--- src/rtl/instr_fetch_pkg.sv ---
// Shared types and defaults for the instruction fetch controller.
package instr_fetch_pkg;
  typedef logic [7:0] addr_t;
  typedef logic [7:0] instr_t;

  typedef enum logic [1:0] {
    ST_IDLE   = 2'd0,
    ST_FETCH  = 2'd1,
    ST_HOLD   = 2'd2,
    ST_HALTED = 2'd3
  } state_e;

  localparam addr_t  DEF_RESET_PC    = 8'h00;
  localparam instr_t DEF_HALT_OPCODE = 8'hFF;
endpackage

--- src/rtl/fetch_pc_reg.sv ---
// Program counter: load-target beats increment; otherwise holds. Wraps mod 256.
module fetch_pc_reg import instr_fetch_pkg::*; #(
  parameter addr_t RESET_PC = DEF_RESET_PC
) (
  input  logic  clk,
  input  logic  rst,
  input  logic  load_tgt_i,
  input  addr_t tgt_i,
  input  logic  inc_i,
  output addr_t pc_o
);
  addr_t pc_q, pc_d;

  always_comb begin
    pc_d = pc_q;
    if (load_tgt_i)  pc_d = tgt_i;
    else if (inc_i)  pc_d = pc_q + 8'd1;
  end

  always_ff @(posedge clk or posedge rst) begin
    if (rst) pc_q <= RESET_PC;
    else     pc_q <= pc_d;
  end

  assign pc_o = pc_q;
endmodule

--- src/rtl/instr_fetch_ctrl.sv ---
// Fetch sequencer: drives imem address, captures one instruction into an
// output register for decode, and handles branch flush, HALT and restart.
module instr_fetch_ctrl import instr_fetch_pkg::*; #(
  parameter addr_t  RESET_PC    = DEF_RESET_PC,
  parameter instr_t HALT_OPCODE = DEF_HALT_OPCODE,
  parameter int     CNT_W       = 16
) (
  input  logic             clk,
  input  logic             rst,
  input  logic             start,
  output addr_t            imem_addr,
  input  instr_t           imem_data,
  output logic             instr_valid,
  input  logic             instr_ready,
  output instr_t           instr_out,
  output addr_t            instr_pc,
  input  logic             branch_taken,
  input  addr_t            branch_target,
  output logic             halted,
  output logic [CNT_W-1:0] fetch_count
);
  state_e           state_q, state_d;
  logic             valid_q, valid_d;
  instr_t           out_q, out_d;
  addr_t            ipc_q, ipc_d;
  logic             halted_q, halted_d;
  logic [CNT_W-1:0] cnt_q, cnt_d;

  addr_t pc;
  logic  pc_ld, pc_inc;
  addr_t pc_tgt;
  logic  active, flush, accept, load;

  fetch_pc_reg #(.RESET_PC(RESET_PC)) u_pc (
    .clk        (clk),
    .rst        (rst),
    .load_tgt_i (pc_ld),
    .tgt_i      (pc_tgt),
    .inc_i      (pc_inc),
    .pc_o       (pc)
  );

  // Branch only redirects while fetching; in HALTED it is ignored and the
  // pending HALT instruction may still be accepted.
  assign active = (state_q == ST_FETCH) || (state_q == ST_HOLD);
  assign flush  = active && branch_taken;
  assign accept = valid_q && instr_ready && !flush;
  assign load   = active && !branch_taken && (!valid_q || instr_ready);

  always_comb begin
    state_d  = state_q;
    valid_d  = valid_q;
    out_d    = out_q;
    ipc_d    = ipc_q;
    halted_d = halted_q;
    cnt_d    = cnt_q;
    pc_ld    = 1'b0;
    pc_tgt   = branch_target;
    pc_inc   = 1'b0;

    if (accept && (cnt_q != {CNT_W{1'b1}})) cnt_d = cnt_q + CNT_W'(1);
    if (accept) valid_d = 1'b0;

    unique case (state_q)
      ST_IDLE: if (start) state_d = ST_FETCH;
      ST_FETCH, ST_HOLD: begin
        if (flush) begin
          pc_ld   = 1'b1;
          valid_d = 1'b0;
          state_d = ST_FETCH;
        end else if (load) begin
          out_d   = imem_data;
          ipc_d   = pc;
          valid_d = 1'b1;
          pc_inc  = 1'b1;
          if (imem_data == HALT_OPCODE) begin
            state_d  = ST_HALTED;
            halted_d = 1'b1;
          end else begin
            state_d  = ST_FETCH;
          end
        end else begin
          state_d = ST_HOLD;
        end
      end
      ST_HALTED: begin
        if (start && !valid_q) begin
          pc_ld    = 1'b1;
          pc_tgt   = RESET_PC;
          halted_d = 1'b0;
          state_d  = ST_FETCH;
        end
      end
      default: state_d = ST_IDLE;
    endcase
  end

  always_ff @(posedge clk or posedge rst) begin
    if (rst) begin
      state_q  <= ST_IDLE;
      valid_q  <= 1'b0;
      out_q    <= '0;
      ipc_q    <= '0;
      halted_q <= 1'b0;
      cnt_q    <= '0;
    end else begin
      state_q  <= state_d;
      valid_q  <= valid_d;
      out_q    <= out_d;
      ipc_q    <= ipc_d;
      halted_q <= halted_d;
      cnt_q    <= cnt_d;
    end
  end

  assign imem_addr   = pc;
  assign instr_valid = valid_q;
  assign instr_out   = out_q;
  assign instr_pc    = ipc_q;
  assign halted      = halted_q;
  assign fetch_count = cnt_q;
endmodule
--- config.mk ---
export PLATFORM = sky130hd
export DESIGN_NAME = instr_fetch_ctrl
export DESIGN_NICKNAME = d
export VERILOG_FILES = /design/src/rtl/instr_fetch_pkg.sv /design/src/rtl/fetch_pc_reg.sv /design/src/rtl/instr_fetch_ctrl.sv
export SDC_FILE = /design/constraint.sdc
export NUM_CORES = 1
export LEC_CHECK = 0
export ABC_AREA = 1
export BUFFER_PORTS_ARGS = -buffer_cell sky130_fd_sc_hd__buf_4
export CAP_MARGIN = 20
export CORE_MARGIN = 2
export CORE_UTILIZATION = 44
export CTS_CLUSTER_DIAMETER = 50
export DETAILED_ROUTE_END_ITERATION = 10
export HOLD_SLACK_MARGIN = 0.05
export PLACE_DENSITY = 0.68
export SETUP_SLACK_MARGIN = 0.2
export SLEW_MARGIN = 20
export SYNTH_ARGS = -nofsm -noshare
export SYNTH_HDL_FRONTEND = slang
export SYNTH_SLANG_ARGS = --single-unit
--- constraint.sdc ---
create_clock -name clk -period 1.8 [get_ports clk]
set_input_delay 0.18 -clock clk [delete_from_list [all_inputs] [get_ports clk]]
set_output_delay 0.18 -clock clk [all_outputs]
set_load 0.005 [all_outputs]
Yosys cells after proc, flatten, opt, wreduce, memory -nomap -nowiden. Cells that the tools add are included.

Flip-flop bits (word level): 44. Bits in latches: 0. Memory bits (writable): 0. ROM bits: 0. Input port bits: 21. Output and inout port bits: 42. Word-level logic and storage cells: 64. Memories kept: 0.

Add/sub/neg operators: 2. Multiply operators: 0. Div/mod/pow operators: 0. $lt $le $gt $ge: 0. Eq/ne operators: 10. Shifts and indexed selects: 0. Muxes and demuxes: 25. Bitwise operators: 1. Reductions and logical operators: 19.

Operators with widths (number): two-way mux 8 bit (4); adder 16 x 1 -> 16 bit, second input constant (1); inequality test 16 bit, second input constant (1); two-way mux 1 bit (13); two-way mux 2 bit (5); inequality test 2 bit, second input constant (5); adder 8 x 1 -> 8 bit, second input constant (1); equality test 8 bit, second input constant (1); logical AND 1 bit (7); case mux 2 bit (3 select lines) (1); AND reduction 5 bit (1); equality test 2 bit, second input constant (2); case mux 1 bit (2 select lines) (2); nonzero test 2 bit (2); logical NOT 1 bit (3); AND reduction 3 bit (1); equality test 2 x 1 -> 1 bit, second input constant (1); logical NOT 2 bit (1); logical OR 1 bit (2); AND reduction 2 bit (1); OR reduction 2 bit (1); inverter 1 bit (1).

Longest topological paths before layout. Gate-level depths: netlist (run 1).

Word-level depth: 9. Depth in mapped cells: 10. Depth with buffers taken out: 9.

Modules after synthesis. Synthesis (run 1) repeated with hierarchy kept, for this count alone.

Cells, all modules: 339. Area total of the unflattened synthesis: 2452.4 um^2.

Modules (own cells, without submodules): instr_fetch_ctrl (times used 1, cells each 275, area an instance 1961.9 um^2, sequential area each 900.9 um^2); fetch_pc_reg (times used 1, cells each 64, area an instance 490.5 um^2, sequential area each 200.2 um^2).

Worst setup path after synthesis (run 1). Ideal clock, no wire load.

Path type: register to register. Start point: register state_q[0]. End point: register cnt_q[0], in the netlist fetch_count[0]. Setup time: 0.116 ns. Arrival time: 1.496 ns. Data required time: 1.684 ns. Setup slack: 0.188 ns. Stages on the path, launching flop included: 10. Path buffers: 1. Period minus slack after synthesis: 1.612 ns. Cell sequence: dfrtp_1 inv_1 ha_1 nand2_1 inv_1 nor3_4 o21ai_4 buf_6 nand2_1 nand2_1.

Longest elaborated chain between the ends: 6. Elaborated cells between the ends (all ways): 7. Classes of those cells: 2 x eq/ne; 5 x reduce/logical.

RTL lines: start: declaration (line instr_fetch_ctrl.sv:22) `state_e state_q, state_d;`; start signal: assignment (line instr_fetch_ctrl.sv:107) `state_q <= state_d;`; equality test 2 x 1 -> 1 bit / equality test 2 bit (equally long branches) (line instr_fetch_ctrl.sv:45) `assign active = (state_q == ST_FETCH) || (state_q == ST_HOLD);`; logical OR 1 bit * (line instr_fetch_ctrl.sv:45); logical AND 1 bit * (line instr_fetch_ctrl.sv:46) `assign flush = active && branch_taken;`; logical NOT 1 bit * (line instr_fetch_ctrl.sv:47) `assign accept = valid_q && instr_ready && !flush;`; logical AND 1 bit * (line instr_fetch_ctrl.sv:47); logical AND 1 bit * (line instr_fetch_ctrl.sv:61) `if (accept && (cnt_q != {CNT_W{1'b1}})) cnt_d = cnt_q + CNT_W'(1);`; end signal: assignment (line instr_fetch_ctrl.sv:112) `cnt_q <= cnt_d;`; end: declaration (line instr_fetch_ctrl.sv:27) `logic [CNT_W-1:0] cnt_q, cnt_d;`.

Mark *: on every way between the ends. The rest lies on a longest branch, timed or not. A chain may end at the register's enable or synchronous reset.

Final worst setup path (run 1).
Start point: register state_q[0]. End point: register cnt_q[6], in the netlist fetch_count[6].

The elaborated chain is that of the path after synthesis.

==> results of run 1 <==
## routing by layer
layer | wire length [um] | up-vias
met5 | 0 | -
met4 | 48 | 0
met3 | 277 | 5
met2 | 3118 | 55
met1 | 2658 | 1145
li1 | - | 1227
## power groups by stage
stage          Sequential, mW  Clock, mW  Combinational, mW
2_1_floorplan            1.63          0               1.15
3_3_place_gp             1.63          0               2.01
3_5_place_dp             1.64          0               2.05
4_1_cts                  1.63      0.637               2.08
5_1_grt                  1.69      0.668               2.61
6_report                 1.63      0.617               2.32
## through the flow
stage	cells	total power, mW	hold WS (ps)
finish	497	4.559	76.82
global route	497	4.962	75.86
CTS	490	4.346	69.69
detailed placement	479	3.695	228.9
global placement	479	3.645	238.2
floorplan	336	2.772	289.6
## layout make-up
class / instances / area (um2) / share of cell area [%]
Timing Repair Buffer: 84 / 673.1 / 20.20
Tap cell: 72 / 90.09 / 2.703
Sequential cell: 44 / 1109 / 33.26
Clock inverter: 3 / 18.77 / 0.5631
Timing Repair inverter: 1 / 6.256 / 0.1877
Inverter: 34 / 135.1 / 4.054
Clock buffer: 5 / 68.82 / 2.065
Multi-Input combinational cell: 254 / 1232 / 36.97
## synthesized netlist by cell type
cell and count:
nor2_2 2, ha_1 4, nor2_1 27, clkbuf_1 1, nand3_1 21, buf_2 2, buf_6 2, nand3_2 2
xnor2_1 8, o31ai_1 1, nor3_4 1, inv_1 32, inv_2 1, o21ai_0 21, nand2_2 6, dfrtp_1 44
nand4_1 9, a21oi_1 3, o21ai_4 1, clkinv_1 1, nand2_1 147
## cell families (layout without fill, tap and decap cells)
| group | after synthesis | count (layout) |
|---|---|---|
| adders and majority gates | 4 | 4 |
| AOI/OAI and AO/OA | 26 | 26 |
| and+or+nand+nor | 215 | 216 |
| xor gates and xnor gates | 8 | 8 |
| DFF | 44 | 44 |
| buffers and inverters | 39 | 127 |
## worst register-to-register path, stage by stage (launching register included)
cell and delay (ps):
dfrtp_1 400, inv_2 80, ha_4 220, nand2_4 100
inv_4 40, nor3_4 170, o21ai_4 100, buf_12 150
buf_8 120, nand2_1 50, o21ai_1 60
## worst paths after layout
| path | from | end | slack, ps | depth (start not counted) |
|---|---|---|---|---|
| max in group asynchronous | rst | fetch_count[8] | 830 | 4 |
| max | state_q[0] | fetch_count[6] | 200 | 10 |
| min reg2reg | halted | halted | 480 | 2 |
| max reg2reg | state_q[0] | fetch_count[6] | 200 | 10 |
| min | imem_data[5] | instr_out[5] | 80 | 3 |
| min in group asynchronous | rst | fetch_count[1] | 450 | 3 |
## flip-flops by register name, summed over array words and instances (netlist names)
register / cells
halted: 1
instr_valid: 1
instr_pc: 8
state_q: 2
fetch_count: 16
u_pc.pc_o: 8
instr_out: 8
## repair_timing
item,CTS,global route
cloned,0,2
endpoints found under the hold margin,17,0
setup endpoints to repair,15,35
pin swaps,2,2
hold buffers,1,0
gates resized for setup,2,29
buffers inserted,2,5
==> results_dict.tcl, run 1 <==
set metrics [dict create \
    setup_viol 0 \
    cts_tree "built" \
    synth_compound_area_share_pct 5.922 \
    synth-adder-area-share_pct 2.060 \
    yosys-top-cells-area "dfrtp_1, nand2_1, inv_1" \
    cp_slowest_cell "dfrtp_1" \
    p_sw_mw 1.842 \
    core_region_area_mm2 0.005405 \
    seq_area_frac_synth_pct 45.31 \
    grt_util_met1_pct 27.23 \
    synth_top_family_by_area "simple AND/OR/NAND/NOR gates" \
    rsz0062_at_grt "yes" \
    critPathLaunchType "flop" \
    combPwrFrac_pct 50.8 \
    hold_viol 0 \
    firstDrtPassIters 4 \
    clock_latency_ps 300 \
    dr.first_iter.drc_count 130 \
    rows 27 \
    drive_gt1_share_pct 28.94 \
    use_met2_pct 36.47 \
    fin_ws_ps 198.1 \
    synth_nets 361 \
    cts_buffer_depth 2 \
    die_h_um 78.31 \
    cts_root_buf "clkbuf_8" \
    cpPeakStageDelay_ps 400 \
    clkTransAtPathRegs_ps 90 \
    synthMuxAreaShare_pct 0 \
    status "finished clean" \
    ir_drop_mv 0.7132 \
    final_cell_mix "nand2_1, buf_4, dfrtp_1, inv_1, nor2_1" \
    grt_overflow 0 \
    area_delta_synth_final_pct 37.18 \
    relSlewSlack_pct 55.65 \
    ys_seq_elements 44 \
    swShare_pct 40.41 \
    die_area_mm2 0.006132 \
    cellPowerDensity_mw_per_mm2 1368 \
    drc 0 \
    grt_pass1_vias 2316 \
    avgSynthCellArea_um2 7.232 \
    wl_per_cell_um 12.28 \
    cap_violations 0 \
    fin_area_mm2 0.003333 \
    dp_hpwl_mm 4.530 \
    post-route-period-util_pct 89.00 \
    synth_cell_type_count 21 \
    n_antenna_cell 0 \
    max_freq_mhz 624.3 \
    required_ps 1990 \
    cts_sinks 44 \
    finalClockSkew_ps 10.45 \
    totalWireLength_mm 6.103 \
    crit_family "flip-flops" \
    syn_inst 336 \
    initial_core_util_pct 44.95 \
    path_cells "inv_2 -> ha_4 -> nand2_4 -> inv_4 -> nor3_4 -> o21ai_4 -> buf_12 -> buf_8 -> nand2_1 -> o21ai_1" \
    internal-power_mw 2.717 \
    grt_max_degree 28 \
    htree_levels 2 \
    use_met3_pct 3.448 \
    die_w_um 78.31 \
    pre_cts_slack_ps 140.2 \
    antenna_found_initial 0 \
    final_util_pct 61.67 \
    synth_area_leader_cell "dfrtp_1" \
    leakage_nw 1.735 \
    tightest_slew_ps 661.2 \
    p_seq_share_pct 35.6 \
    worstSetupPathType "reg2reg" \
    slew_violations 0 \
    worst-path-buf-inv 4 \
    vias 2432 \
    placed_cell_area_mm2 0.003082 \
    io_buffers 62 \
    final_common_cell "nand2_1" \
    fin_crit_ps 1602 \
    busiest_layer "met2" \
    globalplace.congestion 0.8258 \
    netlist_area_mm2 0.002430 \
    grt_pass1_wl_mm 10.41 \
    track_usage_pct 21.02 \
    synth_xor_area_share_pct 2.884 \
    arrival_ps 1800 \
    setup-tns-final_ps 0 \
    worst-path-max-fanout 7 \
    hp-class "in2reg" \
    synth_top_area_share_pct 45.31 \
    fillers 496 \
    pwr-share-clk_pct 13.5 \
    ant_nets 0 \
    yosys_warnings 0 \
    cts_made_buffers 5 \
    avgViaCountPerCell 4.893 \
    yosys.area_share.simple_pct 37.08 \
    io-pin-count 63 \
    nets 449 \
    worst_setup_path_end_kind "flop" \
]
Power figures use the tool's default switching activity.
==> run 2, diff against run 1 <==
--- a/config.mk
+++ b/config.mk
@@ -9,13 +9,13 @@
 export BUFFER_PORTS_ARGS = -buffer_cell sky130_fd_sc_hd__buf_4
 export CAP_MARGIN = 20
 export CORE_MARGIN = 2
-export CORE_UTILIZATION = 44
+export CORE_UTILIZATION = 53
 export CTS_CLUSTER_DIAMETER = 50
 export DETAILED_ROUTE_END_ITERATION = 10
 export HOLD_SLACK_MARGIN = 0.05
-export PLACE_DENSITY = 0.68
+export PLACE_DENSITY = 0.8
 export SETUP_SLACK_MARGIN = 0.2
-export SLEW_MARGIN = 20
+export SLEW_MARGIN = 0
 export SYNTH_ARGS = -nofsm -noshare
 export SYNTH_HDL_FRONTEND = slang
 export SYNTH_SLANG_ARGS = --single-unit
==> run 2 against run 1 <==
Effect of this change:
- sequential power hardly changed
- critical path depth is 1 lower
- register-to-register slack hardly changed
- highest routed layer unchanged
==> results_dict.tcl, run 2 (synthesized netlist as in run 1, its figures left out) <==
set metrics [dict create \
    status "finished clean" \
    required_ps 1970 \
    internal-power_mw 2.661 \
    drive_gt1_share_pct 24.21 \
    seqCellArea_mm2 0.001101 \
    combPwrFrac_pct 48.0 \
    cp_num_cells 9 \
    cellPowerDensity_mw_per_mm2 1397 \
    hold_viol 0 \
    largest_register_ffs 16 \
    grt_pass1_vias 2262 \
    vias 2396 \
    whs_ps 84.08 \
    reg2reg_from "state_q[0]" \
    tightest_slew_ps 550.1 \
    swShare_pct 39.66 \
    dp.cells 455 \
    leakage_nw 1.655 \
    nets 438 \
    cts_buffer_depth 2 \
    fin_crit_ps 1602 \
    worstSetupPathType "reg2reg" \
    n_antenna_cell 0 \
    ir_drop_mv 0.8676 \
    reg2reg_slack_ps 200 \
    ant_nets 0 \
    cts_sinks 44 \
    finalClockSkew_ps 5.992 \
    track_usage_pct 24.11 \
    power_mw 4.410 \
    layoutNonFillerInstCount 465 \
    die_h_um 71.71 \
    crit_top_cell "inv_2" \
    critPathLaunchType "flop" \
    crit_family "flip-flops" \
    max_freq_mhz 624.1 \
    final_cell_mix "nand2_1, buf_4, dfrtp_1, inv_1, nor2_1" \
    worst-path-buf-inv 3 \
    fin_area_mm2 0.003156 \
    worst-path-max-fanout 17 \
    core_region_area_mm2 0.004384 \
    clkTransAtPathRegs_ps 80 \
    setup-tns-final_ps 0 \
    initial_core_util_pct 55.42 \
    grt_pass1_wl_mm 9.901 \
    slew_violations 0 \
    grt_overflow 0 \
    totalWireLength_mm 5.753 \
    die_area_mm2 0.005142 \
    rows 24 \
    r2r_cells 9 \
    wl_per_cell_um 12.37 \
    worst_setup_path_end_kind "flop" \
    dp_hpwl_mm 4.221 \
    placed_cell_area_mm2 0.003027 \
    regToRegEndpoint "fetch_count[2]" \
    cts_root_buf "clkbuf_8" \
    rsz0062_at_grt "yes" \
    cts_tree "built" \
    antenna_found_initial 0 \
    multi_input_area_mm2 0.001187 \
    post-route-period-util_pct 89.02 \
    htree_levels 2 \
    grt_max_degree 45 \
    cts_made_buffers 5 \
    p_sw_mw 1.749 \
    crit_path_start "state_q[0]" \
    clock_latency_ps 290 \
    area_delta_synth_final_pct 29.87 \
    final_common_cell "nand2_1" \
    globalplace.congestion 0.8347 \
    crit_path_end "fetch_count[2]" \
    avgViaCountPerCell 5.153 \
    cp_slowest_cell "dfrtp_1" \
    die_w_um 71.71 \
    hp-class "in2reg" \
    arrival_ps 1780 \
    drc 0 \
    fillers 378 \
    p_seq_share_pct 36.9 \
    cap_violations 0 \
    relSlewSlack_pct 63.33 \
    firstDrtPassIters 4 \
    pwr-share-clk_pct 15.0 \
    io-pin-count 63 \
    setup_viol 0 \
    path_cells "inv_2 -> ha_4 -> nand2_4 -> inv_2 -> nor3_4 -> o21ai_4 -> buf_12 -> nand2_1 -> o21ai_0" \
    io_buffers 62 \
    dr.first_iter.drc_count 207 \
    cpPeakStageDelay_ps 400 \
]
==> run 2: changes by cell type in the layout (fill, tap and decap cells not counted), sizes merged <==
cell / change
buf: -9
clkinv: -3
clkbuf: +2
inv: -1
nand2: -1
==> run 2: repair_timing <==
item,CTS,global route
setup endpoints to repair,15,23
gates resized for setup,1,4
pin swaps,1,1
hold endpoints to repair,44,0
hold buffers,1,0
buffers inserted,1,1
==> run 2: layout make-up <==
| cell class | count | area share, % |
|---|---|---|
| sequential | 44 | 34.89 |
| clock buffer | 7 | 3.053 |
| inverter | 34 | 4.044 |
| tap | 52 | 2.062 |
| timing repair buffer | 75 | 18.32 |
| multi-input combinational | 253 | 37.63 |
==> run 2: worst min-delay path: cells and delay by family <==
family                 cells  cell delay (ps)
AND/OR/NAND/NOR            2               90
buffers and inverters      1               80
==> run 2: worst min-delay path by stage <==
stage | from | to | slack, ps | depth (start not counted)
floorplan | imem_data[0] | instr_out[0] | 290 | 2
global placement | rst | instr_out[4] | 350 | 3
detailed placement | rst | fetch_count[3] | 360 | 3
CTS | branch_target[0] | u_pc.pc_o[0] | 80 | 3
global route | branch_target[1] | u_pc.pc_o[1] | 100 | 3
finish | branch_target[0] | u_pc.pc_o[0] | 80 | 3
==> run 2: metal layers <==
| metal | global-route usage, % | vias to the layer above | share of wire, % |
|---|---|---|---|
| met1 | 33.39 | 1105 | 45 |
| met4 | 7.547 | 0 | 1.4 |
| met2 | 38.17 | 82 | 47 |
| met5 | 0 | - | 0 |
| li1 | - | 1201 | - |
| met3 | 5.063 | 8 | 6.4 |
==> run 2: metrics by stage <==
stage          utilization (%)  setup slack (ps)
2_1_floorplan                -             217.4
3_3_place_gp             69.04             201.0
3_5_place_dp             69.04             107.0
4_1_cts                  71.63             203.0
5_1_grt                  71.97             127.4
6_report                 71.97             197.6
==> run 2: power by group through the flow <==
stage,clock network [mW],registers (mW),logic (mW)
2_1_floorplan,0,1.63,1.15
4_1_cts,0.679,1.62,2.07
5_1_grt,0.718,1.67,2.37
3_3_place_gp,0,1.63,2.01
6_report,0.663,1.63,2.12
3_5_place_dp,0,1.62,2.06
==> run 3, diff against run 2 <==
--- a/config.mk
+++ b/config.mk
@@ -12,6 +12,7 @@
 export CORE_UTILIZATION = 53
 export CTS_CLUSTER_DIAMETER = 50
 export DETAILED_ROUTE_END_ITERATION = 10
+export GPL_TIMING_DRIVEN = 0
 export HOLD_SLACK_MARGIN = 0.05
 export PLACE_DENSITY = 0.8
 export SETUP_SLACK_MARGIN = 0.2
==> run 3 against run 2 <==
Effect of this change:
- via count rose by 1.5%
- first-iteration DRC count fell by 44%
- power rose by 4.7%
- sequential power barely moved
- critical endpoint is now fetch_count[1]
- critical path type unchanged
- highest routed layer unchanged
- register-to-register slack got worse by 20 ps
- largest cell class unchanged
==> results_dict.tcl, run 3 (synthesized netlist as in run 1, its figures left out) <==
set metrics [dict create \
    status "finished clean" \
    globalplace.congestion 0.8576 \
    area_delta_synth_final_pct 35.12 \
    rows 24 \
    track_usage_pct 24.40 \
    nets 445 \
    cts_made_buffers 5 \
    swShare_pct 40.67 \
    totalWireLength_mm 6.127 \
    cap_violations 0 \
    grt_overflow 0 \
    reg2reg_from "state_q[1]" \
    cpPeakStageDelay_ps 390 \
    ant_nets 0 \
    clkTransAtPathRegs_ps 80 \
    wl_per_cell_um 12.98 \
    path_cells "inv_2 -> ha_4 -> nand2_4 -> inv_6 -> nor3_4 -> o21ai_4 -> inv_2 -> buf_6 -> nand2_1 -> nand2_1" \
    combPwrFrac_pct 52.2 \
    worstSetupPathType "reg2reg" \
    grt_max_degree 31 \
    p_seq_share_pct 35.1 \
    avgViaCountPerCell 5.155 \
    io-pin-count 63 \
    drive_gt1_share_pct 28.33 \
    firstDrtPassIters 4 \
    cts_buffer_depth 2 \
    reg2reg_slack_ps 180 \
    fin_ws_ps 175.7 \
    tightest_slew_ps 341.1 \
    cts_root_buf "clkbuf_8" \
    io_buffers 62 \
    die_area_mm2 0.005142 \
    fin_crit_ps 1624 \
    ir_drop_mv 0.8382 \
    pre_cts_slack_ps -8.556 \
    relSlewSlack_pct 77.23 \
    die_w_um 71.71 \
    worst-path-max-fanout 6 \
    antenna_found_initial 0 \
    holdPathStages 3 \
    die_h_um 71.71 \
    dr.first_iter.drc_count 115 \
    cp_slowest_cell "dfrtp_1" \
    internal-power_mw 2.738 \
    setup_viol 0 \
    p_sw_mw 1.877 \
    grt_pass1_vias 2232 \
    finalClockSkew_ps 6.479 \
    dp_hpwl_mm 4.252 \
    slew_violations 0 \
    final_util_pct 74.89 \
    final_cell_mix "nand2_1, buf_4, dfrtp_1, inv_1, nor2_1" \
    rsz0062_at_grt "yes" \
    pwr-share-clk_pct 12.8 \
    grt_pass1_wl_mm 9.708 \
    arrival_ps 1860 \
    hp-class "in2reg" \
    final_common_cell "nand2_1" \
    hp-start "branch_target[0]" \
    layoutNonFillerInstCount 472 \
    setup-tns-final_ps 0 \
    whs_ps 79.71 \
    post-route-period-util_pct 90.24 \
    dp.cells 451 \
    cellPowerDensity_mw_per_mm2 1406 \
    critPathLaunchType "flop" \
    cts_tree "built" \
    htree_levels 2 \
    vias 2433 \
    hold_viol 0 \
    clock_latency_ps 300 \
    worst_setup_path_end_kind "flop" \
    regToRegEndpoint "fetch_count[1]" \
    max_freq_mhz 615.7 \
    core_region_area_mm2 0.004384 \
    drc 0 \
    r2r_cells 10 \
    n_antenna_cell 0 \
    initial_core_util_pct 55.42 \
    hold_end "u_pc.pc_o[0]" \
    required_ps 2040 \
    largest_register_ffs 16 \
    cts_sinks 44 \
    leakage_nw 1.694 \
]
[run 3: changes by cell type in the layout (fill, tap and decap cells not counted), sizes merged]
cell,delta
inv,+1
o21ai,+1
buf,+5
[run 3: worst max path at each step]
stage,start,to,cells after the start
CTS,state_q[0],fetch_count[14],10
finish,state_q[1],fetch_count[1],10
detailed placement,state_q[0],fetch_count[1],10
global route,state_q[0],fetch_count[3],10
floorplan,state_q[0],fetch_count[0],9
global placement,rst,instr_pc[6],2
[run 3: power by group through the flow]
stage	logic, mW	registers [mW]	clock network [mW]
floorplan	1.15	1.63	0
global route	2.67	1.67	0.643
CTS	2.15	1.62	0.604
detailed placement	1.98	1.64	0
finish	2.41	1.62	0.589
global placement	1.91	1.64	0
[run 3: area by class of cell]
type	count	area, um2
timing repair buffer	76	605.6
fill	353	1101
multi-input combinational	254	1257
sequential	44	1105
clock buffer	6	72.57
inverter	34	132.6
buffer	5	40.04
clock inverter	1	5.005
tap	52	65.06
[run 3: routing by layer]
| layer | vias to the layer above | GRT usage [%] | share of wire, % |
|---|---|---|---|
| li1 | 1225 | - | - |
| met1 | 1117 | 28.24 | 40 |
| met2 | 82 | 44.34 | 51 |
| met3 | 9 | 6.751 | 7.4 |
| met4 | 0 | 6.289 | 1.6 |
| met5 | - | 0 | 0 |
[run 3: through the flow]
stage               power, mW  instance area [um2]
floorplan               2.772                 2445
global placement        3.555                 2975
detailed placement      3.619                 2995
CTS                     4.369                 3164
global route            4.979                 3283
finish                  4.615                 3283
[run 3: what timing repair did]
item,4_1_cts,5_1_grt
setup endpoints to repair,35,38
endpoints found under the hold margin,14,0
buffers inserted,6,4
resized for setup,9,28
hold buffers,1,0
pin swaps,3,2
gates cloned,2,1
[run 3: worst max-delay path: cells and delay by family, from the launching register on]
family / cells / cell delay (ps)
simple gates: 4 / 420
compound gates: 1 / 140
buf+inv: 4 / 370
fa+ha+maj: 1 / 230
flops: 1 / 390
